### config.mk
export PLATFORM = sky130hd
export DESIGN_NAME = fetch_stage
export DESIGN_NICKNAME = d
export VERILOG_FILES = /design/src/rtl/types_pkg.sv /design/src/rtl/fetch_fifo.sv /design/src/rtl/fetch_stage.sv
export SDC_FILE = /design/constraint.sdc
export NUM_CORES = 1
export LEC_CHECK = 0
export CORE_MARGIN = 5
export CORE_UTILIZATION = 50
export CTS_BUF_LIST = sky130_fd_sc_hd__clkbuf_8 sky130_fd_sc_hd__clkbuf_16
export CTS_CLUSTER_SIZE = 30
export DETAILED_ROUTE_END_ITERATION = 16
export PLACE_DENSITY = 0.75
export SYNTH_ARGS = -nofsm -noshare
export SYNTH_HDL_FRONTEND = slang
export SYNTH_HIERARCHICAL = 1
export SYNTH_SLANG_ARGS = --single-unit
### constraint.sdc
create_clock -name clk -period 8.3 [get_ports clk]
set_input_delay 1.66 -clock clk [delete_from_list [all_inputs] [get_ports clk]]
set_output_delay 1.66 -clock clk [all_outputs]
set_load 0.02 [all_outputs]
### src/rtl/types_pkg.sv
// ---------------------------------------------------------------------------
// types_pkg: shared core types (address/word, fetch entry) and constants.
// Rev 1.0
// ---------------------------------------------------------------------------
`default_nettype none

package types_pkg;

  localparam int MEM_SIZE = 512;

  typedef logic [$clog2(MEM_SIZE)-1:0] address_t;
  typedef logic [31:0]                 word_t;

  typedef struct packed {
    word_t pc;
    word_t instr;
  } fetch_entry_t;

  localparam word_t PC_STEP = 32'd4;

endpackage

`default_nettype wire

### src/rtl/fetch_fifo.sv
// ---------------------------------------------------------------------------
// fetch_fifo: synchronous FIFO of fetch_entry_t with flush; head is read
// combinationally. Rev 1.0
// ---------------------------------------------------------------------------
`default_nettype none

module fetch_fifo
  import types_pkg::*;
#(
  parameter int DEPTH = 2,
  localparam int PTR_W = $clog2(DEPTH),
  localparam int CNT_W = $clog2(DEPTH + 1)
) (
  input  logic             clk,
  input  logic             rst,
  input  logic             push_i,
  input  logic             pop_i,
  input  logic             flush_i,
  input  fetch_entry_t     wdata_i,
  output fetch_entry_t     rdata_o,
  output logic [CNT_W-1:0] count_o,
  output logic             full_o,
  output logic             empty_o
);

  fetch_entry_t     mem_q [DEPTH];
  logic [PTR_W-1:0] rd_ptr_q, rd_ptr_d;
  logic [PTR_W-1:0] wr_ptr_q, wr_ptr_d;
  logic [CNT_W-1:0] count_q, count_d;

  function automatic logic [PTR_W-1:0] ptr_inc(input logic [PTR_W-1:0] p);
    return (p == PTR_W'(DEPTH - 1)) ? '0 : p + PTR_W'(1);
  endfunction

  always_comb begin
    rd_ptr_d = rd_ptr_q;
    wr_ptr_d = wr_ptr_q;
    count_d  = count_q;
    if (flush_i) begin
      rd_ptr_d = '0;
      wr_ptr_d = '0;
      count_d  = '0;
    end else begin
      if (push_i) wr_ptr_d = ptr_inc(wr_ptr_q);
      if (pop_i)  rd_ptr_d = ptr_inc(rd_ptr_q);
      if (push_i && !pop_i)      count_d = count_q + CNT_W'(1);
      else if (pop_i && !push_i) count_d = count_q - CNT_W'(1);
    end
  end

  always_ff @(posedge clk or posedge rst) begin
    if (rst) begin
      rd_ptr_q <= '0;
      wr_ptr_q <= '0;
      count_q  <= '0;
    end else begin
      rd_ptr_q <= rd_ptr_d;
      wr_ptr_q <= wr_ptr_d;
      count_q  <= count_d;
    end
  end

  // Storage is cleared only by reset; a flush just rewinds the pointers.
  always_ff @(posedge clk or posedge rst) begin
    if (rst) begin
      for (int i = 0; i < DEPTH; i++) mem_q[i] <= '0;
    end else if (push_i && !flush_i) begin
      mem_q[wr_ptr_q] <= wdata_i;
    end
  end

  assign rdata_o = mem_q[rd_ptr_q];
  assign count_o = count_q;
  assign full_o  = (count_q == CNT_W'(DEPTH));
  assign empty_o = (count_q == '0);

endmodule

`default_nettype wire

### src/rtl/fetch_stage.sv
// ---------------------------------------------------------------------------
// fetch_stage: PC register, instr_mem addressing and {pc,instr} buffering
// toward decode. FETCH_PERF_CNT_EN adds stall/fetch counters. Rev 1.0
// ---------------------------------------------------------------------------
`default_nettype none

module fetch_stage
  import types_pkg::*;
#(
  parameter word_t RESET_PC = 32'h0000_0000,
  parameter int    DEPTH    = 2
) (
  input  logic     clk,
  input  logic     rst,
  input  logic     redirect_valid,
  input  word_t    redirect_pc,
  output address_t imem_addr,
  input  word_t    imem_instr,
  output logic     out_valid,
  input  logic     out_ready,
  output word_t    out_pc,
  output word_t    out_pc_plus4,
`ifdef FETCH_PERF_CNT_EN
  output word_t    stall_cycles,
  output word_t    fetched_count,
`endif
  output word_t    out_instr
);

  localparam int CNT_W = $clog2(DEPTH + 1);

  word_t            pc_q, pc_d;
  logic             w_push, w_pop;
  logic             w_full, w_empty;
  logic [CNT_W-1:0] w_count;
  fetch_entry_t     w_head;

  assign imem_addr = pc_q[$clog2(MEM_SIZE)+1:2];

  assign out_valid = (w_count != '0) && !redirect_valid;
  assign w_pop     = out_valid && out_ready && !w_empty;
  // A push at full is only legal because the head leaves in the same cycle.
  assign w_push    = !redirect_valid && (!w_full || w_pop);

  always_comb begin
    pc_d = pc_q;
    if (redirect_valid) pc_d = {redirect_pc[31:2], 2'b00};
    else if (w_push)    pc_d = pc_q + PC_STEP;
  end

  always_ff @(posedge clk or posedge rst) begin
    if (rst) pc_q <= RESET_PC;
    else     pc_q <= pc_d;
  end

  fetch_fifo #(
    .DEPTH (DEPTH)
  ) u_fifo (
    .clk     (clk),
    .rst     (rst),
    .push_i  (w_push),
    .pop_i   (w_pop),
    .flush_i (redirect_valid),
    .wdata_i ('{pc: pc_q, instr: imem_instr}),
    .rdata_o (w_head),
    .count_o (w_count),
    .full_o  (w_full),
    .empty_o (w_empty)
  );

  assign out_pc       = w_head.pc;
  assign out_instr    = w_head.instr;
  assign out_pc_plus4 = w_head.pc + PC_STEP;

`ifdef FETCH_PERF_CNT_EN
  word_t stall_q, fetched_q;

  always_ff @(posedge clk or posedge rst) begin
    if (rst) begin
      stall_q   <= '0;
      fetched_q <= '0;
    end else begin
      if (out_valid && !out_ready && (stall_q != '1)) stall_q <= stall_q + 32'd1;
      if (w_push) fetched_q <= fetched_q + 32'd1;
    end
  end

  assign stall_cycles  = stall_q;
  assign fetched_count = fetched_q;
`endif

endmodule

`default_nettype wire

== After elaboration in Yosys (flattened, before gate mapping) ==
Index checks and enable logic that the tools add are counted.
Word-level totals
  register bits: 164
  bits of input ports: 68
  word-level logic and storage cells: 56
Operators by class
  $add $sub $neg: 6
  magnitude comparators: 3
  equality and inequality tests: 1
  mux-type cells: 17
  bitwise operators: 2
  reduce and logical (&&, ||, !) cells: 19
Operator list (number)
  $mux W64: 4
  $bwmux W128: 1
  $add A32 B3 Y32 const B: 2
  $demux W64 S1: 1
  $mux W32: 2
  $logic_and A1 B1 Y1: 8
  $mux W1: 6
  $mux W2: 3
  $reduce_bool A2 Y1: 3
  $logic_not A1 Y1: 5
  $ge A2 B2 Y1 const B: 2
  $not A1 Y2: 2
  $reduce_bool A3 Y1: 1
  $add A1 B1 Y1 const B: 2
  $add A2 B1 Y2 const B: 1
  $eq A2 B2 Y1 const B: 1
  $logic_not A2 Y1: 1
  $lt A2 B1 Y1 const B: 1
  $sub A2 B1 Y2 const B: 1
  $logic_or A1 B1 Y1: 1

== Depth between registers and ports, before layout ==
  depth after elaboration: 11
  depth in mapped cells: 9

== By module ==
Netlist, hierarchy kept.
By module, submodules not included
  fetch_fifo: times used 1, cells each 362, area each 6047.0 µm²
  fetch_stage: times used 1, cells each 337, area each 2662.6 µm²

== Worst setup path before layout ==
OpenSTA, ideal clock, no wires.
  path kind: flip-flop to output port
  start: register u_fifo.rd_ptr_q
  end: output port out_pc_plus4[22]
  arrival time: 2.383 ns
  slack: 4.257 ns
  stages on the path, launching flop included: 10
  path buffers: 3
  cells stage by stage: dfrtp_1 -> buf_2 -> buf_2 -> mux2_2 -> ha_1 -> and4_1 -> and3_1 -> clkbuf_1 -> nand4_1 -> xnor2_1
On the way
  word-level cells in the longest chain between the ends: 5
Ends and longest elaborated chain
  start, declared: RTL line fetch_fifo.sv:27  | logic [PTR_W-1:0] rd_ptr_q, rd_ptr_d;
  start signal, assigned: RTL line fetch_fifo.sv:57  | rd_ptr_q <= rd_ptr_d;
  $not A1 Y2 (implied by the code): RTL line fetch_fifo.sv:72  | assign rdata_o = mem_q[rd_ptr_q];
  $mux W64 (implied by the code) (3 in series): RTL line fetch_fifo.sv:72
  net out_pc[2]: RTL line fetch_stage.sv:21  | output word_t out_pc,
  $add A32 B3 Y32: RTL line fetch_stage.sv:73  | assign out_pc_plus4 = w_head.pc + PC_STEP;
  end, declared: RTL line fetch_stage.sv:22  | output word_t out_pc_plus4,
The timed path passes the listed nets, and every way through them passes these cells. The select of a mux whose other input is x is not followed.

== Worst setup path after layout ==
  start: register u_fifo.rd_ptr_q
  end: output port out_pc_plus4[29]
On the way
  word-level cells in the longest chain between the ends: 5
Ends and longest elaborated chain (RTL line)
  $not A1 Y2 (implied by the code): fetch_fifo.sv:72
  $mux W64 (implied by the code) (3 in series): fetch_fifo.sv:72
  $add A32 B3 Y32: fetch_stage.sv:73
No other way between the ends. The select of a mux whose other input is x is not followed.

==> metrics <==
largest area contributor in the synthesized netlist=dfrtp_1; cts repair resizes=0; grt ovf=0; final wirelength=21600 um; remaining routing DRC violations=0; via-per-instance ratio=5.79; total power divided by cell area=305 nW/um2; Worst setup startpoint=u_fifo/rd_ptr_q; Inserted Clock Buffers=17; CTS Sinks=162; final worst setup slack=2.54 ns; worst path cell trace=buf_4, mux2_2, nand4_1, nor4_1, xor2_1, clkdlybuf4s50_1; antenna violation net count after detailed routing=0; Hold Path Depth=1; vias in the first global route=6510; setup repair after global routing missed its margin=false; Final Hold Fails=0; Port Buffers=171; global-route wire length before repair=34600 um; clock tree buffer depth=2; fraction of synthesized area in multiplexers=0.275; Post-Synthesis Mean Instance Area=12.5 um2; synthesis warning total=6; number of top-level pins=174; floorplan die height=142 um; category of the worst setup path capture point=primary output; Chip Width=142 um; capture point of the worst path=out_pc_plus4[29]; compound-gate portion of the synthesized area=0.0455; vias after detailed routing=6307; Max FO, Critical Path=34; maximum level of the CTS H-tree=4; CTS root buf=clkbuf_16; pin count of the biggest net entering global routing=89; highest cell delay on the worst timing path=0.88 ns; clock tree from TritonCTS=yes; clock period minus final worst setup slack=5.76 ns; most common library cells after synthesis=dfrtp_1 (162), mux2_2 (132), mux2_4 (60), nand2_1 (35), nor2_1 (26); final-layout fill cell count=1318; total of hold buffers inserted after clock tree synthesis=0; Area growth, synth to finish=25.5%; cell area after synthesis=8710 um2; filler-free cell count of the finished design=1089; Synth Instances=699; Setup Viol. Count Final=0; crit path kind=flop to primary output; final hold slack=0.500 ns; standard cell core area=17200 um2; async set-reset flop share out of synthesis=1.00; post-detailed-placement half-perimeter wirelength=15300 um; Initial Utilization=0.507; largest cells by area after synthesis=dfrtp_1 (47%), mux2_2 (17%), mux2_4 (10%); main combinational cell family by area after synthesis=multiplexers; status=finished, final reports clean; sequential share of the synthesized area=0.465; drt pass-1 iters=5; GRT Overall Usage=0.215; EDFF count, synth=0; measured slew at the worst slew-check pin=1.14 ns; Die Area=20200 um2; maximum operating frequency=174 MHz; Worst Setup Start Kind=flop; placement row count=48; antenna cells=0; multi-input combinational cell area=4200 um2; reg-to-reg startpoint=u_fifo/count_o[0]; fraction of the mapped netlist area in adder cells=0.00287; end of the worst register-to-register path=u_fifo/mem_q[72]; register-to-register setup slack=4.90 ns; ys flop type=dfrtp_1; pre-CTS setup slack=2.41 ns; most used standard cell by instance count after synthesis=dfrtp_1; Detailed Route Iter0 Violations=366; critical path data arrival time=4.10 ns; total instance count after detailed placement=1057; master of the slowest instance on the critical path=dfrtp_2; flops & latches, synth=162; weighted congestion reported at the end of routability-driven placement=0.944; number of nets in the layout=921; path type of the worst min-delay path=flop to flop; sequential cell area in the final layout=4060 um2; setup repair bufs after CTS=0; Worst-path clk slew=0.06 ns; Static Leakage=4.49 nW; period utilization=0.694; post-synthesis share of cell area spent on and, or, nand and nor gates=0.123; wire length per cell after detailed routing=19.8 um; xor/xnor share of the synthesized area=0.0332; Clock Latency Late Sink=0.42 ns; fraction of synthesized cell area taken by the top area cell type=0.465; worst ir drop on vdd=0.000167 V; worst-case headroom to the max-slew limit=0.238; required time of the critical path=6.64 ns; Post-Route Skew=0.0106 ns; max-cap check violation count=0; logic depth of the worst register-to-register path=8; number of antenna violations at the first check in global routing=0; final-report max-slew violation count=0; sum of negative setup slack=0 ns; Cell variety after synth=59; share of layout cells above drive strength 1=0.277
-- how the worst min path moves through the flow --
stage | startpoint | to | slack, ns
floorplan | u_fifo/mem_q[0] | u_fifo/mem_q[0] | 0.47
global placement | u_fifo/mem_q[5] | u_fifo/mem_q[5] | 0.48
detailed placement | u_fifo/mem_q[5] | u_fifo/mem_q[5] | 0.49
CTS | u_fifo/mem_q[57] | u_fifo/mem_q[57] | 0.50
global route | u_fifo/mem_q[19] | u_fifo/mem_q[19] | 0.52
finish | u_fifo/mem_q[2] | u_fifo/mem_q[2] | 0.50
-- worst max-delay path: cells and delay by family, from the launching register on --
family / cells / cell delay (ns)
xor gates and xnor gates: 1 / 0.18
buffers and inverters: 2 / 1.19
DFF: 1 / 0.88
muxes: 1 / 0.35
and+or+nand+nor: 2 / 1.06
-- layer usage --
metal	vias up	routed length (um)	global-route usage	part of all wire
met5	-	0	0	0
met4	0	303	0.0636	0.014
met3	31	1180	0.0444	0.055
met2	223	10700	0.357	0.50
met1	3196	9390	0.285	0.43
li1	2857	-	-	-
-- per-stage QoR --
step / power (mW) / cell area [um2] / utilization
after detailed placement: 2.59 / 10400 / 0.603
after CTS: 3.36 / 10900 / 0.637
after global routing: 3.50 / 10900 / 0.637
after global placement: 2.53 / 10400 / 0.603
after floorplan: 2.06 / 8720 / -
final: 3.34 / 10900 / 0.637
-- state kept, by name (all words and copies together) (netlist names) --
| name | flops |
|---|---|
| u_fifo/rd_ptr_q | 1 |
| u_fifo/mem_q | 128 |
| u_fifo/wr_ptr_q | 1 |
| u_fifo/count_o | 2 |
| pc_q | 30 |
-- area by class of cell --
class                      count  area share
tap                          225      0.0257
sequential                   162       0.371
timing repair buffer         180       0.163
inverter                      13     0.00469
clock buffer                  17      0.0389
multi-input combinational    477       0.384
clock inverter                15      0.0133
-- report_power, final --
part           switching, mW  internal [mW]  leakage [nW]
clock network          0.318          0.440         0.275
registers              0.169           1.06          1.91
logic                  0.623          0.732          2.30
-- logic make-up after synthesis --
kind of cell,after synthesis
muxes,193
AOI/OAI and AO/OA,57
buffers and inverters,63
xor gates and xnor gates,33
and+or+nand+nor,188
DFF,162
adders and majority gates,2
other,1
-- placed cells by master, fill, tap and decap left out, types with 17 or more instances in the layout --
cell type,instances
nor2_1,26
dfrtp_1,161
nand4_1,20
clkdlybuf4s50_1,171
nand3_1,25
nand2_1,35
mux2_2,132
mux2_4,60
xnor2_1,19
clkbuf_16,17
No activity file was read; power rests on OpenSTA's default activity.
